--- src/rtl/matrix_display_arbiter_if.sv ---
// -----------------------------------------------------------------------------
// matrix_display_arbiter_if
// Bundles the signals between the pattern generators and the display arbiter.
//   req       : level request per generator (index 0 = highest priority)
//   line_in   : generator line buses, requester k on bits [8k+7:8k]
//   row_in    : generator row buses, same packing as line_in
//   en        : one-hot enable back to the generators
//   grant_id  : index of the current (or last) owner
//   busy      : arbiter is in HOLD or BLANK
//   done      : one-cycle pulse on the owner's bit when its hold expires
//   line, row : physical matrix drive
// master = generator side, slave = arbiter side.
// -----------------------------------------------------------------------------
interface matrix_display_arbiter_if #(
   parameter int NREQ = 4,
   parameter int GW   = 2
);
   logic [NREQ-1:0]   req;
   logic [8*NREQ-1:0] line_in;
   logic [8*NREQ-1:0] row_in;
   logic [NREQ-1:0]   en;
   logic [GW-1:0]     grant_id;
   logic              busy;
   logic [NREQ-1:0]   done;
   logic [7:0]        line;
   logic [7:0]        row;

   modport master (
      output req, line_in, row_in,
      input  en, grant_id, busy, done, line, row
   );

   modport slave (
      input  req, line_in, row_in,
      output en, grant_id, busy, done, line, row
   );
endinterface

--- src/rtl/matrix_display_arbiter.sv ---
// -----------------------------------------------------------------------------
// matrix_display_arbiter
// Time-shares one 8x8 LED dot-matrix between NREQ pattern generators. One
// owner at a time holds the matrix for at least HOLD_TICKS scan cycles; a
// BLANK_TICKS dark gap separates different owners. An owner whose hold has
// expired yields to any other pending requester, so contention rotates.
// Ports:
//   fs   : scan clock, all logic on the rising edge
//   rst  : synchronous active-high reset
//   bus  : slave side of matrix_display_arbiter_if (req/line_in/row_in in,
//          en/grant_id/busy/done/line/row out, all outputs registered)
// -----------------------------------------------------------------------------
module matrix_display_arbiter #(
   parameter int NREQ        = 4,
   parameter int GW          = 2,
   parameter int HOLD_TICKS  = 1000,
   parameter int BLANK_TICKS = 8,
   parameter int CW          = 16
) (
   input  logic                     fs,
   input  logic                     rst,
   matrix_display_arbiter_if.slave  bus
);

   localparam logic [CW-1:0] HOLD_LAST  = CW'(HOLD_TICKS - 1);
   localparam logic [CW-1:0] BLANK_LAST = CW'(BLANK_TICKS - 1);

   typedef enum logic [1:0] {IDLE = 2'd0, HOLD = 2'd1, BLANK = 2'd2} state_t;

   state_t          state_q, state_d;
   logic [CW-1:0]   cnt_q, cnt_d;
   logic [GW-1:0]   grant_id_q, grant_id_d;
   logic            last_vld_q, last_vld_d;
   logic [NREQ-1:0] en_q, en_d;
   logic [NREQ-1:0] done_q, done_d;
   logic            busy_q, busy_d;
   logic [7:0]      line_q, line_d;
   logic [7:0]      row_q, row_d;

   logic [NREQ-1:0] owner_mask;
   logic            owner_req;
   logic [NREQ-1:0] other_req;
   logic [NREQ-1:0] blank_cand;

   // Lowest set index wins (index 0 is highest priority).
   function automatic logic [GW-1:0] pick(input logic [NREQ-1:0] r);
      logic [GW-1:0] idx;
      idx = '0;
      for (int k = NREQ - 1; k >= 0; k--) begin
         if (r[k]) idx = GW'(k);
      end
      return idx;
   endfunction

   assign owner_mask = NREQ'(1) << grant_id_q;
   assign owner_req  = bus.req[grant_id_q];
   assign other_req  = bus.req & ~owner_mask;
   // In BLANK the previous owner only gets the matrix back if nobody else wants it.
   assign blank_cand = last_vld_q ? other_req : bus.req;

   // State register
   always_ff @(posedge fs) begin
      if (rst) begin
         state_q    <= IDLE;
         cnt_q      <= '0;
         grant_id_q <= '0;
         last_vld_q <= 1'b0;
         en_q       <= '0;
         done_q     <= '0;
         busy_q     <= 1'b0;
         line_q     <= '0;
         row_q      <= '0;
      end else begin
         state_q    <= state_d;
         cnt_q      <= cnt_d;
         grant_id_q <= grant_id_d;
         last_vld_q <= last_vld_d;
         en_q       <= en_d;
         done_q     <= done_d;
         busy_q     <= busy_d;
         line_q     <= line_d;
         row_q      <= row_d;
      end
   end

   // Next-state logic
   always_comb begin
      state_d    = state_q;
      cnt_d      = cnt_q;
      grant_id_d = grant_id_q;
      last_vld_d = last_vld_q;
      case (state_q)
         IDLE: begin
            if (|bus.req) begin
               state_d    = HOLD;
               grant_id_d = pick(bus.req);
               cnt_d      = '0;
            end
         end
         HOLD: begin
            // A dropped request ends the grant even on the expiry cycle.
            if (!owner_req) begin
               state_d    = BLANK;
               cnt_d      = '0;
               last_vld_d = 1'b1;
            end else if (cnt_q == HOLD_LAST) begin
               cnt_d = '0;
               if (|other_req) begin
                  state_d    = BLANK;
                  last_vld_d = 1'b1;
               end
            end else begin
               cnt_d = cnt_q + 1'b1;
            end
         end
         BLANK: begin
            if (cnt_q == BLANK_LAST) begin
               cnt_d = '0;
               if (|blank_cand) begin
                  state_d    = HOLD;
                  grant_id_d = pick(blank_cand);
               end else if (|bus.req) begin
                  state_d = HOLD;
               end else begin
                  state_d = IDLE;
               end
            end else begin
               cnt_d = cnt_q + 1'b1;
            end
         end
         default: begin
            state_d = IDLE;
            cnt_d   = '0;
         end
      endcase
   end

   // Output logic (registered next cycle)
   always_comb begin
      en_d   = '0;
      done_d = '0;
      line_d = '0;
      row_d  = '0;
      busy_d = (state_d != IDLE);
      if (state_d == HOLD) en_d = NREQ'(1) << grant_id_d;
      if (state_q == HOLD && owner_req && cnt_q == HOLD_LAST) done_d = owner_mask;
      // Mux only while the owner keeps the matrix across this edge, so the
      // pins stay dark on the entry edge and through the whole BLANK gap.
      if (state_q == HOLD && state_d == HOLD) begin
         line_d = bus.line_in[8*int'(grant_id_q) +: 8];
         row_d  = bus.row_in[8*int'(grant_id_q) +: 8];
      end
   end

   assign bus.en       = en_q;
   assign bus.grant_id = grant_id_q;
   assign bus.busy     = busy_q;
   assign bus.done     = done_q;
   assign bus.line     = line_q;
   assign bus.row      = row_q;

endmodule

--- src/flat_wrapper.sv ---
// flat-port wrapper written by rule: the top's interface ports become plain ports
module matrix_display_arbiter_flat 
#(
   parameter int NREQ        = 4,
   parameter int GW          = 2,
   parameter int HOLD_TICKS  = 1000,
   parameter int BLANK_TICKS = 8,
   parameter int CW          = 16
)
  (fs, rst, bus_req, bus_line_in, bus_row_in, bus_en, bus_grant_id, bus_busy, bus_done, bus_line, bus_row);
  matrix_display_arbiter_if #(.NREQ(NREQ), .GW(GW)) bus_i ();
  input  logic fs;
  input  logic rst;
  input wire logic [$bits(bus_i.req)-1:0] bus_req;
  input wire logic [$bits(bus_i.line_in)-1:0] bus_line_in;
  input wire logic [$bits(bus_i.row_in)-1:0] bus_row_in;
  output wire logic [$bits(bus_i.en)-1:0] bus_en;
  output wire logic [$bits(bus_i.grant_id)-1:0] bus_grant_id;
  output wire logic [$bits(bus_i.busy)-1:0] bus_busy;
  output wire logic [$bits(bus_i.done)-1:0] bus_done;
  output wire logic [$bits(bus_i.line)-1:0] bus_line;
  output wire logic [$bits(bus_i.row)-1:0] bus_row;
  assign bus_i.req = bus_req;
  assign bus_i.line_in = bus_line_in;
  assign bus_i.row_in = bus_row_in;
  assign bus_en = bus_i.en;
  assign bus_grant_id = bus_i.grant_id;
  assign bus_busy = bus_i.busy;
  assign bus_done = bus_i.done;
  assign bus_line = bus_i.line;
  assign bus_row = bus_i.row;
  matrix_display_arbiter #(.NREQ(NREQ), .GW(GW), .HOLD_TICKS(HOLD_TICKS), .BLANK_TICKS(BLANK_TICKS), .CW(CW)) u_core (.fs(fs), .rst(rst), .bus(bus_i));
endmodule
--- config.mk ---
export PLATFORM = sky130hd
export DESIGN_NAME = matrix_display_arbiter_flat
export DESIGN_NICKNAME = d
export VERILOG_FILES = /design/src/rtl/matrix_display_arbiter_if.sv /design/src/rtl/matrix_display_arbiter.sv /design/src/flat_wrapper.sv
export SDC_FILE = /design/constraint.sdc
export NUM_CORES = 1
export LEC_CHECK = 0
export CORE_MARGIN = 8
export CORE_UTILIZATION = 35
export CTS_CLUSTER_SIZE = 8
export DETAILED_ROUTE_END_ITERATION = 8
export HOLD_SLACK_MARGIN = 0.05
export PLACE_DENSITY = 0.67
export SETUP_SLACK_MARGIN = 0.15
export SYNTH_ARGS = -nofsm -noshare
export SYNTH_HDL_FRONTEND = slang
export SYNTH_SLANG_ARGS = --single-unit
--- constraint.sdc ---
create_clock -name fs -period 3.37 [get_ports fs]
set_input_delay 0.5055 -clock fs [delete_from_list [all_inputs] [get_ports fs]]
set_output_delay 0.5055 -clock fs [all_outputs]
set_load 0.01 [all_outputs]
Word level (Yosys, flattened, before mapping)
Cells that the tools add are included.
Widths: inputs -> output; s select.
{"block": "word_totals", "n_memories": 0, "rom_bits": 0, "ff_bits": 46, "in_bits": 70, "latch_bits": 0, "ramBits": 0, "out_inout_bits": 27}
{"block": "classes", "eq_ne": 8, "div_mod_pow": 0, "n_reduce_logical": 12, "mul": 0, "shifts": 4, "mux": 31, "bitwise_logic": 5, "n_lt_le_gt_ge": 1, "add_sub_neg": 1}
{"operator": "$mux 16", "n": 4}
{"operator": "$shiftx 32x6->8", "n": 2}
{"operator": "$pmux 16 s3", "n": 1}
{"operator": "$mux 2", "n": 17}
{"operator": "$add 16x1->16 const B", "n": 1}
{"operator": "$eq 16x10->1 const B", "n": 1}
{"operator": "$eq 16x3->1 const B", "n": 1}
{"operator": "$reduce_or 4->1", "n": 3}
{"operator": "$shl 1x2->4 const A", "n": 2}
{"operator": "$pmux 2 s3", "n": 1}
{"operator": "$reduce_or 2->1", "n": 3}
{"operator": "$mux 1", "n": 5}
{"operator": "$and 4x4->4", "n": 1}
{"operator": "$eq 2x1->1 const B", "n": 2}
{"operator": "$mux 4", "n": 1}
{"operator": "$ne 2x2->1 const B", "n": 2}
{"operator": "$not 4->4", "n": 1}
{"operator": "$pmux 2 s2", "n": 1}
{"operator": "$logic_and 1x1->1", "n": 3}
{"operator": "$lt 2x3->1 const B", "n": 1}
{"operator": "$not 1->1", "n": 3}
{"operator": "$reduce_and 3->1", "n": 1}
{"operator": "$bmux 1 s2", "n": 1}
{"operator": "$eq 2x2->1 const B", "n": 1}
{"operator": "3 further kinds", "n": 3}

Longest topological paths before layout
Gate-level depths: netlist of the first run.
{"block": "depth", "depth_word": 12, "ltp_mapped": 9}

Worst setup path before layout of the first run
Ideal clock, no wire load.
{"block": "synth_path", "kind": "register -> register", "from": "register u_core.grant_id_q[0] (netlist: u_core.bus.grant_id[0])", "to": "register u_core.line_q[4] (netlist: u_core.bus.line[4])", "period_less_slack_ns": 2.131, "path_buffers": 2, "path_stages_with_launch": 9, "required_time_ns": 3.308, "setup_time_ns": 0.062, "arrival_ns": 2.069, "slack_ns": 1.239, "cell_sequence": "dfxtp_1 > buf_4 > mux2i_1 > a32o_1 > a221o_1 > a311oi_2 > or4_4 > buf_6 > nor2b_2"}
{"block": "synth_between", "elab_chain_cells": 12}
{"element": "from (decl)", "line": "matrix_display_arbiter.sv:32", "source": "logic [GW-1:0] grant_id_q, grant_id_d;"}
{"element": "from (signal assigned)", "line": "matrix_display_arbiter.sv:76", "source": "grant_id_q <= grant_id_d;"}
{"element": "$shl 1x2->4", "line": "matrix_display_arbiter.sv:55", "source": "assign owner_mask = NREQ'(1) << grant_id_q;"}
{"element": "$not 4->4", "line": "matrix_display_arbiter.sv:57", "source": "assign other_req = bus.req & ~owner_mask;"}
{"element": "$and 4x4->4", "line": "matrix_display_arbiter.sv:57"}
{"element": "$mux 4 / $reduce_or 4->1 (equally long branches)", "line": "matrix_display_arbiter.sv:59, matrix_display_arbiter.sv:108"}
{"element": "$reduce_or 4->1 / $mux 2 (equally long branches)", "line": "matrix_display_arbiter.sv:119, matrix_display_arbiter.sv:108"}
{"element": "$mux 2 (on tied branches)", "line": "matrix_display_arbiter.sv:119, matrix_display_arbiter.sv:106"}
{"element": "$mux 2 (on tied branches)", "line": "matrix_display_arbiter.sv:117, matrix_display_arbiter.sv:102"}
{"element": "$pmux 2 s3", "line": "matrix_display_arbiter.sv:92", "source": "case (state_q)"}
{"element": "$eq 2x1->1", "line": "matrix_display_arbiter.sv:149", "source": "if (state_q == HOLD && state_d == HOLD) begin"}
{"element": "$logic_and 1x1->1", "line": "matrix_display_arbiter.sv:149"}
{"element": "$not 1->1 (no line)"}
{"element": "$reduce_or 2->1 (no line)"}
{"element": "to (signal assigned)", "line": "matrix_display_arbiter.sv:81", "source": "line_q <= line_d;"}
{"element": "to (decl)", "line": "matrix_display_arbiter.sv:37", "source": "logic [7:0] line_q, line_d;"}
Several ways; a longest one is shown, not always the timed one. The select of a mux whose other input is x is not followed.
A chain may end at the register's enable or synchronous reset.

Worst setup path in the final report of the first run
{"block": "layout_path", "from": "input port bus_req[2]", "to": "register u_core.row_q[7] (netlist: u_core.bus.row[7])"}
{"block": "layout_between", "elab_chain_cells": 10}
{"element": "from (decl)", "line": "flat_wrapper.sv:14", "source": "input wire logic [$bits(bus_i.req)-1:0] bus_req;"}
{"element": "$and 4x4->4", "line": "matrix_display_arbiter.sv:57"}
{"element": "$mux 4 / $reduce_or 4->1 (equally long branches)", "line": "matrix_display_arbiter.sv:59, matrix_display_arbiter.sv:108"}
{"element": "$reduce_or 4->1 / $mux 2 (equally long branches)", "line": "matrix_display_arbiter.sv:119, matrix_display_arbiter.sv:108"}
{"element": "$mux 2 (on tied branches)", "line": "matrix_display_arbiter.sv:119, matrix_display_arbiter.sv:106"}
{"element": "$mux 2 (on tied branches)", "line": "matrix_display_arbiter.sv:117, matrix_display_arbiter.sv:102"}
{"element": "$pmux 2 s3 *", "line": "matrix_display_arbiter.sv:92"}
{"element": "$eq 2x1->1 *", "line": "matrix_display_arbiter.sv:149"}
{"element": "$logic_and 1x1->1 *", "line": "matrix_display_arbiter.sv:149"}
{"element": "$not 1->1 (no line) *"}
{"element": "$reduce_or 2->1 (no line) *"}
{"element": "to (signal assigned)", "line": "matrix_display_arbiter.sv:82", "source": "row_q <= row_d;"}
{"element": "to (decl)", "line": "matrix_display_arbiter.sv:38", "source": "logic [7:0] row_q, row_d;"}
Every way passes the cells marked *; elsewhere a longest branch is shown, timed or not. The select of a mux whose other input is x is not followed.

==> results of run 1 <==
## layout make-up
| class | count | area, sq um |
|---|---|---|
| Inverter | 8 | 30.0 |
| Clock buffer | 6 | 72.6 |
| Sequential cell | 46 | 921 |
| Tap cell | 96 | 120 |
| Timing Repair Buffer | 100 | 991 |
| Clock inverter | 2 | 13.8 |
| Multi-Input combinational cell | 180 | 1430 |
| Fill cell | 606 | 3210 |
## path summary, 6_finish.rpt
kind	startpoint	to	slack, ps	depth (start not counted)
min	u_core.cnt_q[1]$_SDFFE_PP0P_	u_core.cnt_q[1]$_SDFFE_PP0P_	500	2
max	bus_req[2]	u_core.bus.row[7]$_SDFF_PP0_	830	7
max reg2reg	u_core.bus.grant_id[1]$_SDFF_PP0_	u_core.bus.row[7]$_SDFF_PP0_	1040	7
min reg2reg	u_core.cnt_q[1]$_SDFFE_PP0P_	u_core.cnt_q[1]$_SDFFE_PP0P_	500	2
## metrics by stage
stage                     cells  setup slack [ps]  utilization, %  hold WS (ps)
after floorplan             247              1240               -           462
after global placement      430               598            51.4           476
after detailed placement    430               531            51.4           488
after CTS                   438               856            52.7           500
after global routing        438               678            52.7           527
final                       438               826            52.7           498
## where the power goes
group	internal (mW)	leakage, nW	switching, mW
logic	0.184	0.826	0.119
clock network	0.146	0.0452	0.179
registers	0.562	0.372	0.0121
## cell usage in the layout, fill, tap and decap left out, types with 4 or more instances in the layout
cell	n
o21ai_0	9
and3_1	5
dfxtp_1	46
nand3_1	10
nor2_1	26
nor3_1	11
xnor2_1	4
clkbuf_8	5
buf_4	4
nand4_1	8
inv_1	8
clkdlybuf4s50_1	96
nand2_1	14
ha_1	5
nor2b_1	10
xor2_1	8
a21oi_1	4
mux4_2	17
nor2b_2	9
## flip-flops by register name, indices dropped and copies added, names as in the netlist
signal,count
u_core.bus.done,4
u_core.bus.grant_id,2
u_core.last_vld_q,1
u_core.bus.line,8
u_core.state_q,2
u_core.bus.en,4
u_core.bus.row,8
u_core.cnt_q,16
u_core.bus.busy,1
## routing by layer
layer | track usage [%] | part of all wire, %
met5 | 0 | 0
met3 | 6.28 | 10
met2 | 24.7 | 45
met1 | 17.2 | 44
met4 | 2.79 | 0.93
## cells in the mapped netlist (2+ instances only)
cell	number	share of area, %
nor2b_1	10	2.6
buf_1	2	0.31
dfxtp_1	46	38
a32o_1	3	1.2
nor2_1	26	4.0
a21oi_1	4	0.82
nor2b_2	9	3.2
ha_1	5	2.6
nor4_1	2	0.51
and3_1	5	1.3
nor3b_1	3	0.92
nor4_2	2	1.0
xnor2_1	4	1.4
nand3_1	10	2.0
nor3_1	11	2.3
and4_1	2	0.72
a31oi_1	2	0.51
buf_2	2	0.41
a21o_1	3	0.92
and2_1	3	0.77
nand4_1	8	2.0
xor2_1	8	2.9
inv_1	8	1.2
or4_1	3	0.92
clkbuf_1	7	1.1
o21ai_0	9	1.8
mux4_2	17	16
nand2_1	14	2.1
## critical path: cells and delay by family
| family | cells | cell delay [ps] |
|---|---|---|
| AO/OA/AOI/OAI | 3 | 550 |
| buffers and inverters | 1 | 530 |
| AND/OR/NAND/NOR | 3 | 1180 |
## logic make-up (layout without fill, tap and decap cells)
| kind of cell | after synthesis | count (layout) | share of synthesized area (%) |
|---|---|---|---|
| AND/OR/NAND/NOR | 114 | 114 | 26.5 |
| flip-flops | 46 | 46 | 37.6 |
| AO/OA/AOI/OAI | 30 | 30 | 8.64 |
| adder cells (fa/ha/maj) | 5 | 5 | 2.56 |
| XOR/XNOR | 12 | 12 | 4.30 |
| multiplexers | 19 | 19 | 16.5 |
| buffers and inverters | 21 | 116 | 3.79 |
==> results.cfg, run 1 <==
[run_status]
status = finished, final reports clean

[route]
drcViolationCount = 0
via_count = 2240
drt_iter0_drc = 111
wl_per_cell_um = 16.8
antenna_left = 0
wirelength_um = 7350
drt-vias-per-instance = 5.11
drt_first_pass_iters = 4

[final_layout]
layout-drive-gt1-share_pct = 12.9
final_cell_area_sq_um = 3580
nNetsFinal = 416
synthToLayoutAreaGrowth_pct = 46.4
num_antenna_cells = 0

[yosys]
syn-num-nets = 322
synth_area_sq_um = 2450
ys.flop_type = dfxtp_1
yosys_warnings = 0
avgSynthCellArea_sq_um = 9.90
synth-seq-cells = 46
synth_edf_count = 0
synthDistinctLibCells = 47
syn_inst = 247
ys_seq_area_share_pct = 37.6
async_reset_ff_share_pct = 0

[timing]
fin_worst_skew_ps = 5.91
worst_slew_pin_slew_ps = 520
tns_ps = 0
drv_slew = 0
fin_crit_sh_pct = 75.5
hold_viol = 0
rsz0062_at_grt = no
layout_min_cycle_time_ps = 2540
max_freq_mhz = 393
finalSetupViolations = 0
relSlewSlack_pct = 65.2

[place]
hpwl_um = 5920
gp_congestion = 0.883
placed_cell_area_sq_um = 3490
port_buffers = 96

[worst_setup_path]
cp-start-kind = input port
worstPathRequired_ps = 3610
cp_max_fo = 16
critPathSlowestCell = or4_4
critPathCaptureType = flop
critPathKind = in2reg
crit_chain = clkdlybuf4s50_1 -> nor2_1 -> a32o_1 -> a221o_1 -> a311oi_2 -> or4_4 -> nor2b_1
crit_arrival_ps = 2780
slowest_delay_ps = 640

[clock_tree]
numCtsBuffers = 5
hold_buffers = 0
postCtsSetupBuffers = 0
clk_pin_slew_ps = 80
cts_sinks = 46
ctsLongestPathBuffers = 2
cts_tree = yes
cts_resized = 0
h-tree-depth = 2
clkLatencyLatePin_ps = 300
clockRootBuffer = clkbuf_8

[global_routing]
grt_pass1_vias = 2240
grt_antenna_before_repair = 0
grt_pass1_wl_um = 11700
grt-ovfl-total = 0
grt_max_degree = 19
track_usage_pct = 14.8

[worst_hold_path]
hold_class = reg2reg

[floorplanning]
io_pins = 97
rows = 30
die-area_sq_um = 9920
die_w_um = 99.6
core-area_sq_um = 6790
start_util_pct = 36.0
die_h_um = 99.6

[power]
peakVddDrop_uv = 243
leakage_nw = 1.24
p_per_area_nw_per_um2 = 336
power_mw = 1.20

[job]
max_cap_viol_count = 0
Power figures use the tool's default switching activity.
==> inputs of run 2 (changes only) <==
- PLACE_DENSITY: 0.67 -> 0.69
- clock period: 3.37 -> 2.2 ns (I/O delays scaled with it)
==> run 2 against run 1 <==
Compared with the run above:
- clock skew increased by 3.0 ps
- critical endpoint is now u_core.bus.en[0]$_SDFF_PP0_
- via count increased by 5.6%
- die area unchanged
- first-iteration DRC count decreased by 11%
- worst setup slack got worse by 700 ps
- routed wire length increased by 4.4%
- count of clock-buffer cells in the layout decreased by 1
- cell count increased by 7.5%
- non-clock buffer count increased by 32
- hold slack improved by 11 ps
==> results.cfg, run 2 (same netlist as run 1, synthesis figures left out) <==
[place]
gp_congestion = 0.855
port_buffers = 96
place_worst_setup_slack_ps = -323
hpwl_um = 6070

[floorplanning]
die_h_um = 99.6
io_pins = 97
rows = 30
die_w_um = 99.6
core-area_sq_um = 6790
die-area_sq_um = 9920
start_util_pct = 36.0

[clock_tree]
numCtsBuffers = 5
hold_buffers = 0
h-tree-depth = 2
cts_tree = yes
clockRootBuffer = clkbuf_8
cts_sinks = 46
clk_pin_slew_ps = 90
ctsLongestPathBuffers = 2
clkLatencyLatePin_ps = 300

[timing]
relSlewSlack_pct = 73.0
drv_slew = 0
hold_viol = 0
rsz0062_at_grt = yes
layout_min_cycle_time_ps = 2070
worst_slack_ps = 129
finalSetupViolations = 0
whs_ps = 509
max_freq_mhz = 483
fin_crit_sh_pct = 94.1
fin_worst_skew_ps = 8.96
worst_slew_pin_slew_ps = 402

[worst_setup_path]
worstPathRequired_ps = 2420
critPathSlowestCell = or4b_4
cp_common_cell = a32o_2
crit_chain = mux2i_1 -> a32o_2 -> a221o_1 -> a32o_2 -> or4b_4 -> nor3_1
slowest_delay_ps = 500
cp_max_fo = 7
crit_arrival_ps = 2290
cp-start-kind = flop
critPathKind = reg2reg
critPathCaptureType = flop

[route]
drcViolationCount = 0
drt_iter0_drc = 99
wirelength_um = 7670
via_count = 2366
drt_first_pass_iters = 4
antenna_left = 0
wl_per_cell_um = 16.3
drt-vias-per-instance = 5.02

[final_layout]
seqCellArea_sq_um = 936
final_common_cell = clkdlybuf4s50_1
layout-drive-gt1-share_pct = 26.1
num_antenna_cells = 0
multi_input_comb_area_sq_um = 1520
final_cell_mix = clkdlybuf4s50_1 (92), dfxtp_1 (40), buf_4 (36)
fill_cells = 604
synthToLayoutAreaGrowth_pct = 61.2
nNetsFinal = 449
largest_reg_flops = 16
utilization_pct = 58.0
regMostFlops = u_core.cnt_q

[run_status]
status = finished, final reports clean

[power]
p_per_area_nw_per_um2 = 513
peakVddDrop_uv = 233
leakage_nw = 1.44

[global_routing]
track_usage_pct = 15.2
grt_pass1_vias = 2430
grt-ovfl-total = 0
grt_pass1_wl_um = 12000
busiest_layer = met2
grt_max_degree = 16
use_met1_pct = 17.0
grt_antenna_before_repair = 0
grt_use_met3_pct = 5.17
use_met2_pct = 27.3

[worst_hold_path]
hold_class = reg2reg

[job]
max_cap_viol_count = 0
## run 2: cell types whose count changed in the layout (fill, tap and decap cells not counted), sizes merged
cell           delta
dlygate4sd2       +4
clkinv            -1
bufinv            +1
buf              +32
clkbuf            -1
clkdlybuf4s50     -4
inv               +1
or4               +1
## run 2: per-stage QoR
stage | setup TNS (ps) | std cells | instance area (sq um) | total power, mW
after global routing | 0 | 471 | 3940 | 2.13
after floorplan | 0 | 247 | 2470 | 1.14
after detailed placement | -8420 | 455 | 3700 | 1.40
after CTS | 0 | 465 | 3870 | 2.04
after global placement | -7000 | 455 | 3700 | 1.39
final | 0 | 471 | 3940 | 2.02
## run 2: per-layer routing
layer / part of all wire (%) / vias to the layer above / wire length, um
met1: 43 / 1116 / 3330
met3: 7.5 / 2 / 574
met5: 0 / - / 0
met4: 0.16 / 0 / 12
met2: 49 / 89 / 3750
li1: - / 1159 / -
## run 2: final timing paths
| kind | from | end | slack [ps] | cells after the start |
|---|---|---|---|---|
| worst max-delay path | u_core.bus.grant_id[0]$_SDFF_PP0_ | u_core.bus.en[0]$_SDFF_PP0_ | 130 | 6 |
| worst min register to register | u_core.cnt_q[1]$_SDFFE_PP0P_ | u_core.cnt_q[1]$_SDFFE_PP0P_ | 510 | 2 |
| worst min-delay path | u_core.cnt_q[1]$_SDFFE_PP0P_ | u_core.cnt_q[1]$_SDFFE_PP0P_ | 510 | 2 |
| worst max register to register | u_core.bus.grant_id[0]$_SDFF_PP0_ | u_core.bus.en[0]$_SDFF_PP0_ | 130 | 6 |
## run 2: where the power goes
group	total, mW	internal [mW]	leakage (nW)	switching, mW
combinational	0.524	0.321	1.01	0.203
sequential	0.878	0.860	0.376	0.0179
clock	0.622	0.340	0.0585	0.282
## run 2: critical path: cells and delay by family (launching register included)
| kind | cells | cell delay, ps |
|---|---|---|
| AO/OA/AOI/OAI | 3 | 680 |
| flip-flops | 1 | 410 |
| multiplexers | 1 | 220 |
| AND/OR/NAND/NOR | 2 | 680 |
## run 2: repair_timing
action / CTS / global route
buffers inserted: 1 / 6
pin swaps: 6 / 7
cloned: 1 / 0
endpoints found under the setup margin: 22 / 23
gates resized for setup: 17 / 9
## run 2: layout make-up
cell class / instances / share of cell area (%)
clock buffer: 5 / 1.75
sequential: 46 / 23.7
tap: 96 / 3.05
inverter: 8 / 0.762
clock inverter: 3 / 1.11
multi-input combinational: 181 / 38.5
timing repair buffer: 132 / 31.1
==> inputs of run 3 (changes only) <==
- PLACE_DENSITY: 0.69 -> 0.67
- RECOVER_POWER: not set -> 50
- clock period: 2.2 -> 2.4 ns (I/O delays scaled with it)
==> run 3 against run 2 <==
Compared with the run above:
- maximum frequency shrank 8.6%
- flip-flop and latch count unchanged
- combinational power down 11%
- hold slack got worse by 15 ps
- clock skew is 4.2 ps lower
- register-to-register slack about the same
- routed wire length shrank 0.21%
- worst setup slack better by 4.7 ps
- core utilization shrank 1.1 points
- global-route usage down 0.18 points
- first-iteration DRC count increased by 8.1%
- critical path depth grew 1
- highest routed layer unchanged
==> results.cfg, run 3 (same netlist as run 1, synthesis figures left out) <==
[run_status]
status = finished, final reports clean

[worst_setup_path]
startpoint = u_core.cnt_q[0]$_SDFFE_PP0P_
reg2reg_from = u_core.cnt_q[0]$_SDFFE_PP0P_
cp-start-kind = flop
critPathKind = reg2reg
crit_arrival_ps = 2480
critPathCaptureType = flop
worstPathRequired_ps = 2620
cp_max_fo = 6

[global_routing]
grt-ovfl-total = 0
grt_max_degree = 17
grt_pass1_vias = 2355
track_usage_pct = 15.0
grt_antenna_before_repair = 1
grt_pass1_wl_um = 11900

[clock_tree]
ctsLongestPathBuffers = 2
numCtsBuffers = 5
hold_buffers = 0
clk_pin_slew_ps = 80
cts_sinks = 46
clkLatencyLatePin_ps = 300
h-tree-depth = 2
cts_tree = yes
clockRootBuffer = clkbuf_8

[timing]
worst_slack_ps = 134
worst_slew_pin_slew_ps = 401
layout_min_cycle_time_ps = 2270
finalSetupViolations = 0
relSlewSlack_pct = 73.2
rsz0062_at_grt = no
hold_viol = 0
fin_worst_skew_ps = 4.80
drv_slew = 0
fin_crit_sh_pct = 94.4
max_freq_mhz = 441

[power]
seq_power_share_pct = 46.5
power_mw = 1.74
switching_power_uw = 461
p_clk_share_pct = 26.7
sw_frac_of_total_pct = 26.5
p_comb_share_pct = 26.7
p_per_area_nw_per_um2 = 450
peakVddDrop_uv = 227
leakage_nw = 1.48
p_int_mw = 1.28

[floorplanning]
die-area_sq_um = 9920
io_pins = 97
die_h_um = 99.6
start_util_pct = 36.0
rows = 30
core-area_sq_um = 6790
die_w_um = 99.6

[final_layout]
regMostFlops = u_core.cnt_q
synthToLayoutAreaGrowth_pct = 58.2
fill_cells = 594
final_cell_area_sq_um = 3870
final_cell_mix = clkdlybuf4s50_1 (68), dfxtp_1 (43), nor2_1 (26)
layout-drive-gt1-share_pct = 21.7
largest_reg_flops = 16
final_common_cell = clkdlybuf4s50_1
nNetsFinal = 438

[place]
port_buffers = 96
gp_congestion = 0.906
placed_cell_area_sq_um = 3650
place_worst_setup_slack_ps = -139
hpwl_um = 6080

[route]
antenna_left = 0
drcViolationCount = 0
wirelength_um = 7650
via_count = 2344
drt-vias-per-instance = 5.08
wl_per_cell_um = 16.6
drt_first_pass_iters = 4
drt_iter0_drc = 107

[worst_hold_path]
hold_class = reg2reg
worstHoldStart = u_core.cnt_q[1]$_SDFFE_PP0P_

[job]
max_cap_viol_count = 0
## run 3: per-layer routing
layer / vias to the layer above / part of all wire (%) / track usage (%)
li1: 1140 / - / -
met1: 1116 / 44 / 18.0
met2: 83 / 46 / 24.4
met3: 5 / 9.0 / 5.87
met4: 0 / 0.85 / 3.73
met5: - / 0 / 0
## run 3: final timing paths
path	to	slack, ps	depth (start not counted)
hold / removal	u_core.cnt_q[1]$_SDFFE_PP0P_	490	2
setup / recovery	u_core.bus.en[1]$_SDFF_PP0_	130	7
setup reg to reg	u_core.bus.en[1]$_SDFF_PP0_	130	7
hold reg to reg	u_core.cnt_q[1]$_SDFFE_PP0P_	490	2
## run 3: power groups by stage
stage                     Combinational [mW]  Sequential [mW]  Clock [mW]
after floorplan                        0.213            0.831           0
after global placement                 0.448            0.825           0
after detailed placement               0.450            0.826           0
after CTS                              0.455            0.808       0.482
after global routing                   0.504            0.814       0.513
final                                  0.465            0.810       0.465
## run 3: layout make-up
type	instances	area, sq um	share of cell area, %
Sequential cell	46	925	23.9
Multi-Input combinational cell	181	1530	39.5
Tap cell	96	120	3.10
Clock buffer	5	68.8	1.78
Inverter	8	30.0	0.776
Timing Repair Buffer	121	1170	30.3
Antenna cell	1	2.50	0.0647
Clock inverter	3	21.3	0.550
## run 3: per-stage QoR
stage,utilization [%],hold WS (ps),TNS [ps],cells
3_5_place_dp,53.7,485,-3150,449
2_1_floorplan,-,462,0,247
6_report,57.0,494,0,461
5_1_grt,57.0,528,0,461
3_3_place_gp,53.7,483,-2410,449
4_1_cts,55.3,498,0,457
## run 3: what timing repair did
| item | 4_1_cts | 5_1_grt |
|---|---|---|
| pin swaps | 1 | 7 |
| buffers inserted | 0 | 2 |
| resized for setup | 3 | 21 |
| gates cloned | 0 | 1 |
| endpoints found under the setup margin | 20 | 23 |
## run 3: worst max-delay path, cell delays in order, from the launching register on
cell      delay [ps]
dfxtp_1          450
ha_4             200
and4bb_2         280
nand4_1          160
o21ai_1          260
a311oi_4          90
or4b_4           540
nor3_1           210
